`src/rtl/eink_spi_arbiter.sv`:
```
// Two-requester SPI mode-0 bus arbiter for the e-ink module (display controller and frame SRAM).
// Holds a round-robin grant per transaction, shifts bytes MSB first and enforces a CS gap.
module eink_spi_arbiter #(
    parameter int CLK_DIV = 4,
    parameter int CS_GAP  = 2
) (
    input  logic       clk,
    input  logic       rst,
    input  logic [1:0] req,
    output logic [1:0] gnt,
    input  logic [7:0] tx_data,
    input  logic       tx_valid,
    output logic       tx_ready,
    output logic [7:0] rx_data,
    output logic       rx_valid,
    output logic       busy,
    output logic       sck,
    output logic       mosi,
    input  logic       miso,
    output logic       cs_disp_n,
    output logic       cs_sram_n
);

    localparam int MAX_CNT = (CLK_DIV > CS_GAP) ? CLK_DIV : CS_GAP;
    localparam int CNT_W   = $clog2(MAX_CNT + 1);
    localparam logic [CNT_W-1:0] DIV_LAST = CNT_W'(CLK_DIV - 1);
    localparam logic [CNT_W-1:0] GAP_LAST = CNT_W'(CS_GAP - 1);

    typedef enum logic [2:0] {
        IDLE,
        SETUP,
        WAIT_BYTE,
        SHIFT,
        RELEASE
    } state_e;

    state_e           state_q;
    logic [1:0]       gnt_q;
    logic             last_grant_q;
    logic [CNT_W-1:0] cnt_q;
    logic [2:0]       bit_q;
    logic             sck_q;
    logic             mosi_q;
    logic [6:0]       tx_sh_q;
    logic [7:0]       rx_sh_q;
    logic [7:0]       rx_data_q;
    logic             rx_valid_q;
    logic             cs_disp_n_q;
    logic             cs_sram_n_q;

    // 1 selects the SRAM: a lone SRAM request, or a tie when the display was served last.
    logic pick_d;
    logic req_granted_d;

    assign pick_d        = req[1] & (~req[0] | ~last_grant_q);
    assign req_granted_d = |(req & gnt_q);

    always_ff @(posedge clk or posedge rst) begin
        if (rst) begin
            state_q      <= IDLE;
            gnt_q        <= 2'b00;
            last_grant_q <= 1'b1;
            cnt_q        <= '0;
            bit_q        <= 3'd0;
            sck_q        <= 1'b0;
            mosi_q       <= 1'b0;
            tx_sh_q      <= 7'd0;
            rx_sh_q      <= 8'd0;
            rx_data_q    <= 8'd0;
            rx_valid_q   <= 1'b0;
            cs_disp_n_q  <= 1'b1;
            cs_sram_n_q  <= 1'b1;
        end else begin
            // NOTE: non-blocking assignments only here, so every register in this block
            // sees the pre-edge value of every other one regardless of statement order.
            rx_valid_q <= 1'b0;
            case (state_q)
                IDLE: begin
                    if (|req) begin
                        gnt_q        <= pick_d ? 2'b10 : 2'b01;
                        cs_disp_n_q  <= pick_d;
                        cs_sram_n_q  <= ~pick_d;
                        last_grant_q <= pick_d;
                        cnt_q        <= '0;
                        state_q      <= SETUP;
                    end
                end
                SETUP: begin
                    if (cnt_q == DIV_LAST) begin
                        cnt_q   <= '0;
                        state_q <= WAIT_BYTE;
                    end else begin
                        cnt_q <= cnt_q + 1'b1;
                    end
                end
                WAIT_BYTE: begin
                    if (tx_valid) begin
                        tx_sh_q <= tx_data[6:0];
                        mosi_q  <= tx_data[7];
                        bit_q   <= 3'd0;
                        cnt_q   <= '0;
                        state_q <= SHIFT;
                    end else if (!req_granted_d) begin
                        gnt_q       <= 2'b00;
                        cs_disp_n_q <= 1'b1;
                        cs_sram_n_q <= 1'b1;
                        mosi_q      <= 1'b0;
                        cnt_q       <= '0;
                        state_q     <= RELEASE;
                    end
                end
                SHIFT: begin
                    if (cnt_q != DIV_LAST) begin
                        cnt_q <= cnt_q + 1'b1;
                    end else begin
                        cnt_q <= '0;
                        sck_q <= ~sck_q;
                        if (!sck_q) begin
                            rx_sh_q <= {rx_sh_q[6:0], miso};
                        end else if (bit_q == 3'd7) begin
                            rx_data_q  <= rx_sh_q;
                            rx_valid_q <= 1'b1;
                            state_q    <= WAIT_BYTE;
                        end else begin
                            bit_q   <= bit_q + 3'd1;
                            mosi_q  <= tx_sh_q[6];
                            tx_sh_q <= {tx_sh_q[5:0], 1'b0};
                        end
                    end
                end
                RELEASE: begin
                    if (cnt_q == GAP_LAST) begin
                        cnt_q   <= '0;
                        state_q <= IDLE;
                    end else begin
                        cnt_q <= cnt_q + 1'b1;
                    end
                end
                default: state_q <= IDLE;
            endcase
        end
    end

    assign gnt       = gnt_q;
    assign tx_ready  = (state_q == WAIT_BYTE);
    assign busy      = (state_q != IDLE);
    assign rx_data   = rx_data_q;
    assign rx_valid  = rx_valid_q;
    assign sck       = sck_q;
    assign mosi      = mosi_q;
    assign cs_disp_n = cs_disp_n_q;
    assign cs_sram_n = cs_sram_n_q;

endmodule

```
`config.mk`:
```
export PLATFORM = sky130hd
export DESIGN_NAME = eink_spi_arbiter
export DESIGN_NICKNAME = d
export VERILOG_FILES = /design/src/rtl/eink_spi_arbiter.sv
export SDC_FILE = /design/constraint.sdc
export NUM_CORES = 1
export LEC_CHECK = 0
export ABC_AREA = 1
export CAP_MARGIN = 40
export CORE_UTILIZATION = 57
export CTS_BUF_LIST = sky130_fd_sc_hd__clkbuf_16
export DETAILED_ROUTE_END_ITERATION = 7
export PLACE_DENSITY = 0.84
export SYNTH_ARGS = -nofsm -noshare
export SYNTH_HDL_FRONTEND = slang
export SYNTH_SLANG_ARGS = --single-unit
export TNS_END_PERCENT = 30
```
`constraint.sdc`:
```
create_clock -name clk -period 2.4 [get_ports clk]
set_input_delay 0.48 -clock clk [delete_from_list [all_inputs] [get_ports clk]]
set_output_delay 0.48 -clock clk [all_outputs]
set_load 0.005 [all_outputs]
```
==> results of run 1 <==
registers in the layout, summed over array words and instances (netlist names):
name and flops:
rx_data 8, state_q 3, rx_valid 1, bit_q 3, cs_sram_n 1, last_grant_q 1, mosi 1, cs_disp_n 1
cnt_q 3, sck 1, tx_sh_q 7, gnt 2, rx_sh_q 8
cell usage in the layout (no fill, tap or decap):
cell,instances
nand3_1,21
clkbuf_16,5
nand2_1,108
dfrtp_1,37
o21ai_2,1
buf_4,5
a21oi_1,2
ha_1,6
nor2_2,1
clkinv_1,1
nand2_2,1
clkinv_2,2
nor2_1,18
inv_1,31
o21ai_0,21
dfstp_2,3
clkdlybuf4s50_1,30
kinds of logic (layout without fill, tap and decap cells):
family                     count (synthesis)  after routing  synth area share (%)
buffers and inverters                     37             74                  7.72
and+or+nand+nor                          149            149                  30.4
DFF                                       40             40                  51.7
adders and majority gates                  6              6                  3.86
AOI/OAI and AO/OA                         24             24                  6.37
cells in the mapped netlist:
cell,n,area share [%]
a21oi_1,2,0.51
nand2_1,108,21
nor2_2,1,0.32
buf_4,2,0.77
clkbuf_1,1,0.19
inv_1,31,6.0
nand2_2,1,0.32
o21ai_0,21,5.4
dfstp_2,3,4.1
o21ai_2,1,0.45
buf_2,3,0.77
ha_1,6,3.9
nand3_1,21,5.4
nor2_1,18,3.5
dfrtp_1,37,48
metrics by stage:
stage	hold WS, ps	setup WS (ps)
4_1_cts	466	117
3_3_place_gp	453	456
2_1_floorplan	442	997
6_report	462	109
3_5_place_dp	457	452
5_1_grt	492	33.1
worst register-to-register path, cell delays in order (launching register included):
cell and delay [ps]:
dfrtp_1 440, nor2_1 280, nand3_1 290, nor2_1 200, inv_1 120, nand3_1 130
nand2_1 70, nand2_1 50
cell type report:
| type | count | area [um^2] |
|---|---|---|
| Tap cell | 44 | 55.1 |
| Multi-Input combinational cell | 179 | 790 |
| Clock inverter | 3 | 13.8 |
| Sequential cell | 40 | 1000 |
| Clock buffer | 5 | 125 |
| Fill cell | 247 | 711 |
| Inverter | 31 | 116 |
| Timing Repair Buffer | 35 | 338 |
per-layer routing:
| layer | wire [um] | global-route usage, % | part of all wire (%) | up-vias |
|---|---|---|---|---|
| met2 | 1680 | 36.7 | 45 | 47 |
| met1 | 1780 | 30.8 | 48 | 753 |
| met3 | 205 | 7.68 | 5.5 | 6 |
| li1 | - | - | - | 856 |
| met5 | 0 | 0 | 0 | - |
| met4 | 63 | 9.63 | 1.7 | 0 |
worst max-delay path by stage:
| stage | from | end | slack [ps] |
|---|---|---|---|
| after floorplan | bit_q[0]$_DFFE_PP0P_ | rx_data[0]$_DFFE_PP0P_ | 1000 |
| after global placement | state_q[0]$_DFFE_PP0P_ | tx_ready | 460 |
| after detailed placement | state_q[2]$_DFFE_PP0P_ | tx_ready | 450 |
| after CTS | state_q[0]$_DFFE_PP0P_ | tx_ready | 120 |
| after global routing | state_q[2]$_DFFE_PP0P_ | tx_ready | 30 |
| final | state_q[0]$_DFFE_PP0P_ | tx_ready | 110 |
where the power goes:
group | internal (mW) | switching [mW] | total [mW]
clock | 0.377 | 0.251 | 0.628
sequential | 0.862 | 0.132 | 0.995
combinational | 0.371 | 0.541 | 0.912
total | 1.61 | 0.925 | 2.53
==> summary.md, run 1 <==
| Metric | Value |
|---|---|
| Largest delay share family, worst path | buffers and inverters |
| Total CTS buffers | 5 |
| Post-CTS setup buffers | 0 |
| Post-Syn Nets | 276 |
| CTS Hold Bufs | 0 |
| Dpl cells | 329 |
| Worst Path Max Fanout | 6 |
| Worst Hold Class | register to register |
| Layout Utilization | 77.5% |
| Status | complete, no violations |
| Distinct cell type count after synthesis | 15 |
| Final wirelength | 3.74 mm |
| Core Region | 0.00315 mm^2 |
| Global router's overall resource usage | 23.6% |
| FF-to-FF End | cnt_q[1]$_DFFE_PP0P_ |
| Clk pin slew, worst setup/hold paths | 60 ps |
| Min-delay src | cs_sram_n$_DFFE_PP1P_ |
| Fin. max-slew vios | 0 |
| WP data required | 1920 ps |
| WL/cell | 11.1 um |
| CTS sink count | 40 |
| DP HPWL | 2.63 mm |
| Power, Total | 2.53 mW |
| Max_slew headroom | 67.5% |
| WHS Path Cells | 2 |
| Post-route setup TNS | 0 ps |
| I/O Buffers | 30 |
| CP Cell Sequence | nor2_1, nand2_1, inv_1, clkdlybuf4s50_1 |
| Clock tree buffer depth | 2 |
| Startpoint types | register |
| Antenna Violating Nets Remaining | 0 |
| CP max stage cell | clkdlybuf4s50_1 |
| Power Dens Cells | 1040 mW/mm^2 |
| Reg2reg path depth | 7 |
| Vias/cell | 4.93 |
| Worst-Skew Late Latency | 280 ps |
| CP Class | register to output port |
| Largest net degree at the start of global routing | 41 |
| Remaining Overflow, GRT | 0 |
| Finished Layout Cells | 337 |
| Max Freq | 0.437 GHz |
| Number of global-route vias before repair | 1500 |
| Total number of vias | 1662 |
| Worst setup EP type | output port |
| Reg2reg start | state_q[0]$_DFFE_PP0P_ |
| Sequential share of the synthesized area | 51.7% |
| GPL Wtd Cong | 0.855 |
| Std cell rows | 20 |
| Initial core utilization | 61.7% |
| Final hold vios | 0 |
| Final min period | 2290 ps |
| Final setup skew | 4.74 ps |
| Pleak | 1.30 nW |
| Worst Max-Slew Pin Slew | 487 ps |
| R2r setup slk | 750 ps |
| Initial DRC count | 120 |
| WHS Endpoint | cs_sram_n$_DFFE_PP1P_ |
| Mapped Cells | 256 |
| Post_cts resized | 0 |
| Drt first pass iters | 6 |
| Synthesized area per cell | 7.60 um^2 |
| Max-cap violations | 0 |
| First-pass GRT wire length | 6.24 mm |
| Final Setup Violations | 0 |
| Clock root cell | clkbuf_16 |
| CTS H-Tree Depth | 2 |
| Synth Register Bits | 40 |
| Placement Cell Area | 0.00230 mm^2 |
| Arrival @ worst endpoint | 1810 ps |
| Synthesis-to-finish area growth | 25.6% |
| Worst vdd ir | 0.647 mV |
| Initial antenna violation count | 0 |
| Number of I/O pins | 31 |
| Worst path depth | 4 |
| Antenna diode count | 0 |
| Fin area | 0.00244 mm^2 |
| Synth warn | 0 |
| Largest stage delay, worst path | 500 ps |
| Period utilization | 95.4% |
| Worst path buffer plus inverter count | 2 |
| Synthesized area | 0.00194 mm^2 |
| RSZ-0062 raised after global routing | false |
| DRC viols | 0 |
| Die Span Y | 60.4 um |
| Die area | 0.00365 mm^2 |
| Nets@finish | 312 |
| Share of layout cells above drive strength 1 | 6.14% |
| CTS tree | done |
| DIE WIDTH | 60.4 um |
(Power assumes the default switching activity.)
==> run 2: changes to the inputs <==
--- a/config.mk
+++ b/config.mk
@@ -7,9 +7,10 @@
 export LEC_CHECK = 0
 export ABC_AREA = 1
 export CAP_MARGIN = 40
+export CORE_MARGIN = 2
 export CORE_UTILIZATION = 57
-export CTS_BUF_LIST = sky130_fd_sc_hd__clkbuf_16
 export DETAILED_ROUTE_END_ITERATION = 7
+export MAX_ROUTING_LAYER = met4
 export PLACE_DENSITY = 0.84
 export SYNTH_ARGS = -nofsm -noshare
 export SYNTH_HDL_FRONTEND = slang
==> run 2 against run 1 <==
Effect of this change: sequential share of layout area grew 1.5 points; setup slack improved by 110 ps; die area rose by 6.7%; clock skew grew 7.4 ps; cell count is 0.30% higher; largest power group unchanged; fmax is 4.8% higher.
==> summary.md, run 2 (synthesis gave the netlist of run 1 again) <==
| Metric | Value |
|---|---|
| Status | complete, no violations |
| Worst vdd ir | 0.654 mV |
| Period utilization | 91.1% |
| Number of global-route vias before repair | 1536 |
| Post-CTS setup buffers | 0 |
| Largest net degree at the start of global routing | 41 |
| Max_slew headroom | 63.7% |
| Power Dens Cells | 946 mW/mm^2 |
| Pleak | 1.25 nW |
| Final hold vios | 0 |
| Max Freq | 0.458 GHz |
| DP HPWL | 2.63 mm |
| Initial core utilization | 58.7% |
| Die Span Y | 62.4 um |
| WP data required | 1920 ps |
| Final Setup Violations | 0 |
| Synthesis-to-finish area growth | 21.1% |
| Worst-Skew Late Latency | 340 ps |
| I/O Buffers | 30 |
| Total CTS buffers | 5 |
| DIE WIDTH | 62.4 um |
| Final setup skew | 12.1 ps |
| Max-cap violations | 0 |
| Clk pin slew, worst setup/hold paths | 110 ps |
| Largest delay share family, worst path | buffers and inverters |
| Largest stage delay, worst path | 510 ps |
| DRC viols | 0 |
| GPL Wtd Cong | 0.915 |
| WL/cell | 10.9 um |
| Sw Pwr | 880 uW |
| Worst setup EP type | output port |
| Core Region | 0.00331 mm^2 |
| Final min period | 2190 ps |
| Share of layout cells above drive strength 1 | 6.16% |
| Commonest non-fill, non-tap cells in the layout | 108 x nand2_1, 37 x dfrtp_1, 31 x inv_1, 30 x clkdlybuf4s50_1 |
| First-pass GRT wire length | 6.78 mm |
| Post_cts resized | 0 |
| Vias/cell | 4.90 |
| Initial DRC count | 89 |
| Layout Utilization | 71.1% |
| Initial antenna violation count | 0 |
| CTS sink count | 40 |
| Fin. max-slew vios | 0 |
| Internal power | 1.35 mW |
| Worst Path Max Fanout | 6 |
| Die area | 0.00389 mm^2 |
| Clock share of power | 14.6% |
| CTS H-Tree Depth | 2 |
| Worst Max-Slew Pin Slew | 543 ps |
| Worst path buffer plus inverter count | 2 |
| RSZ-0062 raised after global routing | false |
| Clock root cell | clkbuf_4 |
| Power, Total | 2.23 mW |
| Remaining Overflow, GRT | 0 |
| Worst Hold Class | register to register |
| CTS Hold Bufs | 0 |
| Commonest non-fill, non-tap cell in the layout | nand2_1 |
| Clock tree buffer depth | 2 |
| Fillcell total | 275 |
| CTS tree | done |
| CP Class | register to output port |
| Antenna Violating Nets Remaining | 0 |
| Arrival @ worst endpoint | 1710 ps |
| Final wirelength | 3.67 mm |
| Global router's overall resource usage | 22.5% |
| Startpoint types | register |
| Number of I/O pins | 31 |
| Total number of vias | 1657 |
| CP max stage cell | clkdlybuf4s50_1 |
| Nets@finish | 311 |
| Post-route setup TNS | 0 ps |
| Std cell rows | 21 |
| Part of the power in registers | 44.6% |
| Sw Ratio | 39.5% |
| Drt first pass iters | 4 |
| CP Cell Sequence | nor2_2, nand2_1, inv_1, clkdlybuf4s50_1 |
| Antenna diode count | 0 |
| Gate power share | 40.8% |
-- run 2: changes by cell type in the layout (fill, tap and decap cells not counted), sizes merged --
cell and delta:
buf -1, clkbuf +1, clkinv -2, clkinvlp +1
-- run 2: metal layers --
layer | vias up | track usage (%) | wire length [um]
li1 | 859 | - | -
met1 | 764 | 29.4 | 1730
met2 | 32 | 35.3 | 1780
met3 | 2 | 5.59 | 141
met4 | 0 | 6.39 | 15
met5 | - | - | 0
-- run 2: metrics by stage --
stage	cells	hold WS, ps	worst slack, ps	area (um^2)
floorplan	256	442	997	1940
global placement	330	452	562	2300
detailed placement	330	459	530	2300
CTS	338	483	138	2350
global route	338	499	67.2	2350
finish	338	477	215	2350
-- run 2: worst min-delay path, stage by stage (launching register included) --
cell and delay, ps:
dfstp_2 390, nand2_1 60, nand2_1 40
-- run 2: area by class of cell --
cell class | instances | area [um^2] | area share [%]
flip-flops and latches | 40 | 1000 | 42.7
clock inverters | 2 | 12.5 | 0.531
inverters | 31 | 116 | 4.94
multi-input cells | 179 | 792 | 33.6
well taps | 46 | 57.6 | 2.44
clock buffers | 6 | 41.3 | 1.75
repair buffers | 34 | 330 | 14.0
-- run 2: worst paths after layout --
path	slack, ps	start	depth (start not counted)	endpoint
hold / removal	480	cs_sram_n$_DFFE_PP1P_	2	cs_sram_n$_DFFE_PP1P_
setup / recovery	210	state_q[0]$_DFFE_PP0P_	4	tx_ready
max in group asynchronous	1490	rst	3	last_grant_q$_DFFE_PP1P_
setup reg to reg	700	state_q[1]$_DFFE_PP0P_	6	rx_data[3]$_DFFE_PP0P_
hold reg to reg	480	cs_sram_n$_DFFE_PP1P_	2	cs_sram_n$_DFFE_PP1P_
min in group asynchronous	550	rst	3	rx_data[2]$_DFFE_PP0P_
-- run 2: power by group through the flow --
stage	sequential, mW	combinational, mW	clock [mW]
after floorplan	0.967	0.628	0
after global placement	0.992	0.893	0
after detailed placement	1.00	0.913	0
after CTS	0.987	0.920	0.339
after global routing	1.02	1.05	0.371
final	0.992	0.909	0.326
